$ cat src/rtl/ecsu_multi.sv
// Multi-channel emergency climate sensor unit.
// Each valid channel is classified into a severity level from 0 to 3. The
// worst level drives a four-state alert FSM. Persistence and recovery counters
// filter single-cycle glitches. EMERGENCY is left only on an operator acknowledge.
module ecsu_multi #(
    parameter int NUM_SENSORS  = 4,
    parameter int WIND_W       = 6,
    parameter int TEMP_W       = 8,
    parameter int WIND_CAUTION = 10,
    parameter int WIND_HIGH    = 15,
    parameter int WIND_EMERG   = 20,
    parameter int TEMP_HOT     = 35,
    parameter int TEMP_COLD    = -35,
    parameter int PERSIST      = 3,
    parameter int RECOVER      = 4,
    localparam int IDX_W       = (NUM_SENSORS > 1) ? $clog2(NUM_SENSORS) : 1
) (
    input  logic                          CLK,
    input  logic                          RST,
    input  logic [NUM_SENSORS-1:0]        sensor_valid,
    input  logic [NUM_SENSORS-1:0]        thunderstorm,
    input  logic [NUM_SENSORS*WIND_W-1:0] wind,
    input  logic [2*NUM_SENSORS-1:0]      visibility,
    input  logic [NUM_SENSORS*TEMP_W-1:0] temperature,
    input  logic                          ack_emergency,
    output logic [1:0]                    ECSU_state,
    output logic                          severe_weather,
    output logic                          emergency_landing_alert,
    output logic [IDX_W-1:0]              worst_sensor,
    output logic [7:0]                    emergency_count
);

    typedef enum logic [1:0] {
        ALL_GOOD   = 2'd0,
        CAUTION    = 2'd1,
        HIGH_ALERT = 2'd2,
        EMERGENCY  = 2'd3
    } state_t;

    localparam int CNT_W = $clog2((PERSIST > RECOVER) ? PERSIST : RECOVER) + 1;
    localparam logic [CNT_W-1:0] ESC_LAST = CNT_W'(PERSIST - 1);
    localparam logic [CNT_W-1:0] REC_LAST = CNT_W'(RECOVER - 1);

    localparam logic [WIND_W-1:0]        W_CAUTION = WIND_W'(WIND_CAUTION);
    localparam logic [WIND_W-1:0]        W_HIGH    = WIND_W'(WIND_HIGH);
    localparam logic [WIND_W-1:0]        W_EMERG   = WIND_W'(WIND_EMERG);
    localparam logic signed [TEMP_W-1:0] T_HOT     = TEMP_W'(TEMP_HOT);
    localparam logic signed [TEMP_W-1:0] T_COLD    = TEMP_W'(TEMP_COLD);

    state_t           state;
    logic [CNT_W-1:0] esc_cnt;
    logic [CNT_W-1:0] rec_cnt;
    logic [1:0]       agg;
    logic [IDX_W-1:0] agg_idx;
    logic             any_valid;

    // Severity of one channel, highest matching rule wins.
    function automatic logic [1:0] chan_level(input logic ts,
                                              input logic [WIND_W-1:0] w,
                                              input logic [1:0] vis,
                                              input logic signed [TEMP_W-1:0] t);
        if (t > T_HOT || t < T_COLD || w > W_EMERG)
            return 2'd3;
        else if (ts || w > W_HIGH || vis == 2'b11)
            return 2'd2;
        else if (w > W_CAUTION || vis == 2'b01 || vis == 2'b10)
            return 2'd1;
        else
            return 2'd0;
    endfunction

    // Saturating increment for the emergency entry counter.
    function automatic logic [7:0] sat_inc8(input logic [7:0] v);
        return (v == 8'hFF) ? v : v + 8'd1;
    endfunction

    function automatic state_t step_up(input state_t s);
        case (s)
            ALL_GOOD: return CAUTION;
            CAUTION:  return HIGH_ALERT;
            default:  return EMERGENCY;
        endcase
    endfunction

    function automatic state_t step_down(input state_t s);
        return (s == HIGH_ALERT) ? CAUTION : ALL_GOOD;
    endfunction

    // Worst level over valid channels; strict compare keeps the lowest index on ties.
    always_comb begin
        logic [1:0] lvl;
        agg       = 2'd0;
        agg_idx   = '0;
        any_valid = 1'b0;
        lvl       = 2'd0;
        for (int i = 0; i < NUM_SENSORS; i++) begin
            lvl = chan_level(thunderstorm[i], wind[i*WIND_W +: WIND_W],
                             visibility[2*i +: 2],
                             $signed(temperature[i*TEMP_W +: TEMP_W]));
            if (sensor_valid[i] && (!any_valid || lvl > agg)) begin
                agg     = lvl;
                agg_idx = IDX_W'(i);
            end
            if (sensor_valid[i])
                any_valid = 1'b1;
        end
    end

    assign ECSU_state = state;

    // Alert FSM with persistence/recovery counters; everything holds when no channel is valid.
    always_ff @(posedge CLK or negedge RST) begin
        if (!RST) begin
            state                   <= ALL_GOOD;
            esc_cnt                 <= '0;
            rec_cnt                 <= '0;
            severe_weather          <= 1'b0;
            emergency_landing_alert <= 1'b0;
            worst_sensor            <= '0;
            emergency_count         <= 8'd0;
        end else if (any_valid) begin
            worst_sensor <= agg_idx;
            if (state == EMERGENCY) begin
                esc_cnt <= '0;
                rec_cnt <= '0;
                if (ack_emergency && agg <= 2'd1) begin
                    state                   <= CAUTION;
                    severe_weather          <= 1'b0;
                    emergency_landing_alert <= 1'b0;
                end
            end else if (agg > state) begin
                rec_cnt <= '0;
                if (esc_cnt == ESC_LAST) begin
                    esc_cnt                 <= '0;
                    state                   <= step_up(state);
                    severe_weather          <= (state != ALL_GOOD);
                    emergency_landing_alert <= (state == HIGH_ALERT);
                    if (state == HIGH_ALERT)
                        emergency_count <= sat_inc8(emergency_count);
                end else begin
                    esc_cnt <= esc_cnt + CNT_W'(1);
                end
            end else if (agg < state) begin
                esc_cnt <= '0;
                if (rec_cnt == REC_LAST) begin
                    rec_cnt                 <= '0;
                    state                   <= step_down(state);
                    severe_weather          <= 1'b0;
                    emergency_landing_alert <= 1'b0;
                end else begin
                    rec_cnt <= rec_cnt + CNT_W'(1);
                end
            end else begin
                esc_cnt <= '0;
                rec_cnt <= '0;
            end
        end
    end

endmodule
$ cat config.mk
export PLATFORM = sky130hd
export DESIGN_NAME = ecsu_multi
export DESIGN_NICKNAME = d
export VERILOG_FILES = /design/src/rtl/ecsu_multi.sv
export SDC_FILE = /design/constraint.sdc
export NUM_CORES = 1
export LEC_CHECK = 0
export ABC_CLOCK_PERIOD_IN_PS = 5300
export CAP_MARGIN = 30
export CORE_MARGIN = 2
export CORE_UTILIZATION = 42
export CTS_BUF_LIST = sky130_fd_sc_hd__clkbuf_4 sky130_fd_sc_hd__clkbuf_8 sky130_fd_sc_hd__clkbuf_16
export CTS_CLUSTER_SIZE = 30
export DETAILED_ROUTE_END_ITERATION = 8
export PLACE_DENSITY = 0.87
export SYNTH_ARGS = -nofsm -noshare
export SYNTH_HDL_FRONTEND = slang
export SYNTH_SLANG_ARGS = --single-unit
$ cat constraint.sdc
create_clock -name CLK -period 5.3 [get_ports CLK]
set_clock_uncertainty 0.1 [all_clocks]
set_input_delay 1.59 -clock CLK [delete_from_list [all_inputs] [get_ports CLK]]
set_output_delay 1.59 -clock CLK [all_outputs]
set_load 0.02 [all_outputs]
==> flow_metrics.tcl, run 1 <==
set metrics [dict create \
    drive_gt1_share_pct 42.2 \
    port-buffer-count 88 \
    gr-total-overflow 0 \
    clock-sinks 19 \
    hold_ws_ns 0.414 \
    leakage_nw 1.44 \
    arrival_ns 7.30 \
    die_h_um 65.1 \
    via_count 2247 \
    cts_buffers 3 \
    min_path_cells 1 \
    clkLatencyLatePin_ns 0.26 \
    synth_edf_count 0 \
    h-tree-depth 1 \
    nets 411 \
    synthesis.area_um2 1570 \
    synth_largest_area_cell "dfrtp_1" \
    cellPowerDensity_nw_per_um2 273 \
    die_x_um 65.1 \
    async_reset_ff_share_pct 100 \
    syn-num-nets 271 \
    grt_max_degree 20 \
    ctsRootBufferMaster "clkbuf_8" \
    clk_path_buf_depth 2 \
    vias_per_cell 5.99 \
    area_growth_pct 110 \
    synth_ff_type "dfrtp_1" \
    status "finished, violations left" \
    r2r-end "ECSU_state[1]" \
    firstDrtPassIters 6 \
    wl_per_cell_um 19.6 \
    finalHoldViolCount 0 \
    max_stage_delay_ns 0.36 \
    synthCells 188 \
    cap_viol_max_count 0 \
    dp_cells 353 \
    period_share_pct 137 \
    synth-simple-area-share_pct 25.1 \
    r2r_cells 9 \
    cp_max_fo 4 \
    pin_count 89 \
    clk_pin_slew_ns 0.07 \
    gp_congestion 0.862 \
    synthDistinctLibCells 53 \
    synth-seq-cells 19 \
    ant_nets 0 \
    syn_area_per_cell_um2 8.35 \
    yosysTopAreaCellShare_pct 30.3 \
    regArea_um2 475 \
    critical_path_required_ns 5.36 \
    rrSetupSlack_ns 2.84 \
    drv_slew 0 \
    rr_startpoint "ECSU_state[1]" \
    grt_pass1_wl_um 9820 \
    relSlewSlack_pct 44.9 \
    worstSetupEndpointType "flip-flop" \
    yosys-top-cells-area "dfrtp_1 (30%), ha_1 (6.4%), o21ai_0 (4.8%)" \
    synth-seq-area-share_pct 30.3 \
    synth_top_family_by_area "compound AO/OA/AOI/OAI gates" \
    final_cell_mix "clkdlybuf4s50_1 (54), buf_4 (42), dfrtp_1 (19), nor2_1 (14), buf_6 (14)" \
    yosysWarnings 0 \
    min_to "emergency_count[7]" \
    grtUsageTotal_pct 29.4 \
    antenna_found_initial 0 \
    ir_drop_v 0.000328 \
    worst_slack_ns -1.94 \
    rsz0062_at_grt "yes" \
    synth_adder_area_share_pct 7.09 \
    violations "setup timing" \
    coreArea_um2 3630 \
    cts_tree "yes" \
    instances_no_fill 375 \
    fmax_mhz 138 \
    nFillCells 159 \
    antenna_cells 0 \
    start_kind "primary input" \
    timing.critical_path.mode_cell "ha_4" \
    finalWirelength_um 7340 \
    drt_iter0_markers 148 \
    setup_violations 19 \
    die_area_um2 4240 \
    cpLargestDelayFamily "compound AO/OA/AOI/OAI gates" \
    route.detailed.drc 0 \
    hp-class "reg -> reg" \
    worst_pin_slew_ns 0.823 \
    cp_slowest_cell "or3_4" \
    grt_pass1_vias 2202 \
    crit_buf_inv 2 \
    final_common_cell "clkdlybuf4s50_1" \
    post-route-min-period_ns 7.24 \
    multi_input_comb_area_um2 1460 \
    rows 22 \
    synth_compound_area_share_pct 29.0 \
    hpwl_um 3940 \
    path_class "in -> reg" \
    min_from "emergency_count[7]" \
    synthXorXnorAreaFrac_pct 4.46 \
    synth_mux_area_share_pct 1.43 \
    start_util_pct 43.2 \
]
[power by group]
| part | total (mW) | internal, mW | switching, mW |
|---|---|---|---|
| combinational | 0.583 | 0.308 | 0.275 |
| clock | 0.106 | 0.0587 | 0.0475 |
| sequential | 0.210 | 0.172 | 0.0380 |
[per-stage QoR]
stage | power (mW) | worst slack [ns] | area [µm²] | utilization [%] | setup TNS, ns
CTS | 0.788 | -1.61 | 3090 | 85.0 | -23.20
finish | 0.900 | -1.94 | 3300 | 90.8 | -29.92
global placement | 0.574 | -2.14 | 2830 | 77.9 | -33.08
detailed placement | 0.590 | -2.30 | 2830 | 77.9 | -35.96
global route | 0.937 | -2.03 | 3300 | 90.8 | -31.94
floorplan | 0.402 | -1.67 | 1670 | - | -21.82
[registers in the layout, summed over array words and instances, names as in the netlist]
register	cells
rec_cnt	3
esc_cnt	3
ECSU_state	2
worst_sensor	2
emergency_count	8
emergency_landing_alert	1
[Yosys cell counts, types with 2 or more instances]
cell,n
nand3_1,5
a211oi_1,2
and3_1,2
a21o_1,3
mux2_2,2
inv_1,8
ha_1,8
or2b_2,2
or3_1,3
o21ai_0,15
xnor2_1,6
xor2_1,2
nand2b_1,6
nor2b_1,2
o221ai_1,2
a2111oi_0,3
dfrtp_1,19
nor3b_1,3
o2111a_1,2
nor2_1,16
a31oi_1,2
nand2_1,19
and4_1,2
o31ai_1,3
a21oi_1,13
a21boi_0,3
nand4_1,3
nor3_1,6
o31a_1,2
[layer usage]
layer	global-route usage, %	share of wire [%]
met2	52.4	48
met5	0	0
met1	35.1	41
met3	5.99	7.1
met4	10.4	4.5
[worst max path at each step]
| stage | cells after the start | start | endpoint | slack, ns |
|---|---|---|---|---|
| 6_report | 27 | temperature[10] | emergency_landing_alert | -1.94 |
| 5_1_grt | 28 | temperature[10] | emergency_landing_alert | -2.03 |
| 4_1_cts | 26 | temperature[6] | emergency_landing_alert | -1.61 |
| 3_5_place_dp | 28 | temperature[4] | emergency_landing_alert | -2.30 |
| 3_3_place_gp | 27 | temperature[4] | emergency_landing_alert | -2.14 |
| 2_1_floorplan | 27 | temperature[1] | emergency_landing_alert | -1.67 |
[area by class of cell]
cell class,instances,share of cell area (%)
flip-flops and latches,19,14.4
clock buffers,4,1.48
well taps,48,1.82
multi-input cells,159,44.1
repair buffers,137,37.2
inverters,8,0.910
[logic make-up (layout without fill, tap and decap cells)]
| logic type | Yosys count | in the layout |
|---|---|---|
| buf+inv | 10 | 149 |
| xor+xnor | 8 | 8 |
| flops | 19 | 19 |
| fa+ha+maj | 9 | 9 |
| compound gates | 65 | 65 |
| mux | 2 | 2 |
| simple gates | 75 | 75 |
[worst register-to-register path: cells and delay by family, from the launching register on]
family                     cells  cell delay (ns)
and+or+nand+nor                3             0.69
buffers and inverters          2             0.46
AOI/OAI and AO/OA              3             0.42
DFF                            1             0.41
adders and majority gates      1             0.28
[repair_timing]
item / in CTS / in global routing
setup endpoints to repair: 19 / 19
pin swaps: 45 / 52
hold buffers: 0 / 0
setup buffers: 12 / 8
resized for setup: 129 / 48
(Power assumes the default switching activity.)
==> run 2, diff against run 1 <==
--- a/config.mk
+++ b/config.mk
@@ -5,7 +5,6 @@
 export SDC_FILE = /design/constraint.sdc
 export NUM_CORES = 1
 export LEC_CHECK = 0
-export ABC_CLOCK_PERIOD_IN_PS = 5300
 export CAP_MARGIN = 30
 export CORE_MARGIN = 2
 export CORE_UTILIZATION = 42
==> results of run 2 <==
Same layout as run 1: the final DEF is identical, and so are final timing and power.
==> run 3, diff against run 2 <==
--- a/config.mk
+++ b/config.mk
@@ -12,6 +12,7 @@
 export CTS_CLUSTER_SIZE = 30
 export DETAILED_ROUTE_END_ITERATION = 8
 export PLACE_DENSITY = 0.87
+export SKIP_LAST_GASP = 1
 export SYNTH_ARGS = -nofsm -noshare
 export SYNTH_HDL_FRONTEND = slang
 export SYNTH_SLANG_ARGS = --single-unit
==> flow_metrics.tcl, run 3 (synthesis gave the netlist of run 1 again) <==
set metrics [dict create \
    cap_viol_max_count 0 \
    worst_slack_ns -1.88 \
    largest_reg_flops 8 \
    top_regs "emergency_count (8), esc_cnt (3), rec_cnt (3)" \
    dp_slack_ns -2.30 \
    pin_count 89 \
    gr-total-overflow 0 \
    timing.critical_path.mode_cell "ha_4" \
    stdcell_area_um2 3300 \
    min_path_cells 2 \
    worst_pin_slew_ns 0.855 \
    firstDrtPassIters 5 \
    cts_tree "yes" \
    via_count 2272 \
    violations "setup timing" \
    coreArea_um2 3630 \
    drv_slew 0 \
    clkLatencyLatePin_ns 0.26 \
    hpwl_um 3940 \
    wl_per_cell_um 19.8 \
    hp-class "reg -> reg" \
    r2r-end "ECSU_state[1]" \
    grt_pass1_vias 2202 \
    rows 22 \
    path_class "in -> reg" \
    dpl-instance-area_um2 2830 \
    relSlewSlack_pct 42.8 \
    h-tree-depth 1 \
    fmax_mhz 139 \
    leakage_nw 1.44 \
    antenna_cells 0 \
    min_to "worst_sensor[1]" \
    crit_buf_inv 4 \
    critical_path_required_ns 5.34 \
    post-route-min-period_ns 7.18 \
    final_common_cell "clkdlybuf4s50_1" \
    top_register "emergency_count" \
    grt_max_degree 20 \
    cp_max_fo 4 \
    die_x_um 65.1 \
    arrival_ns 7.21 \
    start_kind "primary input" \
    nets 411 \
    final_core_util_pct 90.7 \
    nFillCells 150 \
    worstSetupEndpointType "flip-flop" \
    ant_nets 0 \
    drive_gt1_share_pct 42.2 \
    grt_pass1_wl_um 9820 \
    rr_startpoint "ECSU_state[1]" \
    finalPower_mw 0.895 \
    area_growth_pct 110 \
    period_share_pct 135 \
    ctsRootBufferMaster "clkbuf_8" \
    antenna_found_initial 0 \
    start_util_pct 43.2 \
    rrSetupSlack_ns 2.75 \
    vias_per_cell 6.06 \
    clock-sinks 19 \
    final_cell_mix "clkdlybuf4s50_1 (54), buf_4 (43), dfrtp_1 (19), nor2_1 (14), buf_6 (13)" \
    port-buffer-count 88 \
    die_h_um 65.1 \
    min_from "worst_sensor[1]" \
    setup_violations 19 \
    ctsHoldBuffers 0 \
    clk_pin_slew_ns 0.07 \
    regArea_um2 475 \
    finalWirelength_um 7440 \
    r2r_cells 9 \
    ir_drop_v 0.000280 \
    cpLargestDelayFamily "compound AO/OA/AOI/OAI gates" \
    route.detailed.drc 0 \
    cp_slowest_cell "a2111oi_4" \
    die_area_um2 4240 \
    gp_congestion 0.862 \
    drt_iter0_markers 148 \
    grtUsageTotal_pct 29.4 \
    finalHoldViolCount 0 \
    multi_input_comb_area_um2 1460 \
    clk_path_buf_depth 2 \
    rsz0062_at_grt "yes" \
    cts_buffers 3 \
    status "finished, violations left" \
    cellPowerDensity_nw_per_um2 272 \
    max_stage_delay_ns 0.42 \
]
run 3: per-layer routing:
metal | GRT usage (%) | vias up | routed length [µm]
met5 | 0 | - | 0
met4 | 10.4 | 0 | 354
met3 | 5.99 | 37 | 564
met2 | 52.4 | 157 | 3590
met1 | 35.1 | 1081 | 2930
li1 | - | 997 | -
run 3: where the power goes:
part	switching [mW]	internal, mW
Sequential	0.0404	0.172
Combinational	0.272	0.306
Clock	0.0464	0.0586
run 3: worst max path at each step:
stage	endpoint	slack, ns	cells after the start	startpoint
6_report	ECSU_state[1]	-1.88	30	wind[11]
5_1_grt	ECSU_state[1]	-2.02	30	wind[11]
4_1_cts	emergency_landing_alert	-1.61	26	temperature[6]
3_5_place_dp	emergency_landing_alert	-2.30	28	temperature[4]
3_3_place_gp	emergency_landing_alert	-2.14	27	temperature[4]
2_1_floorplan	emergency_landing_alert	-1.67	27	temperature[1]
run 3: per-stage QoR:
stage	TNS, ns	hold WS [ns]	cells
2_1_floorplan	-21.82	0.354	188
3_3_place_gp	-33.08	0.365	353
3_5_place_dp	-35.96	0.381	353
4_1_cts	-23.20	0.389	368
5_1_grt	-31.45	0.433	375
6_report	-28.92	0.411	375
run 3: what timing repair did:
| action | in CTS | in global routing |
|---|---|---|
| gates resized for setup | 129 | 47 |
| endpoints found under the hold margin | 0 | 0 |
| endpoints found under the setup margin | 19 | 19 |
| setup buffers | 12 | 8 |
| pin swaps | 45 | 52 |
run 3: final cells by class:
cell class,instances,area share [%]
clock buffer,4,1.48
inverter,8,0.911
timing repair buffer,137,37.2
tap,48,1.82
sequential,19,14.4
multi-input combinational,159,44.2
run 3: worst reg2reg max path, cell delays in order, from the launching register on:
cell	delay, ns
dfrtp_1	0.43
inv_1	0.29
ha_4	0.28
a21oi_4	0.17
a21o_1	0.16
or3_4	0.15
a31oi_4	0.11
buf_4	0.19
and4_1	0.19
or3_1	0.36
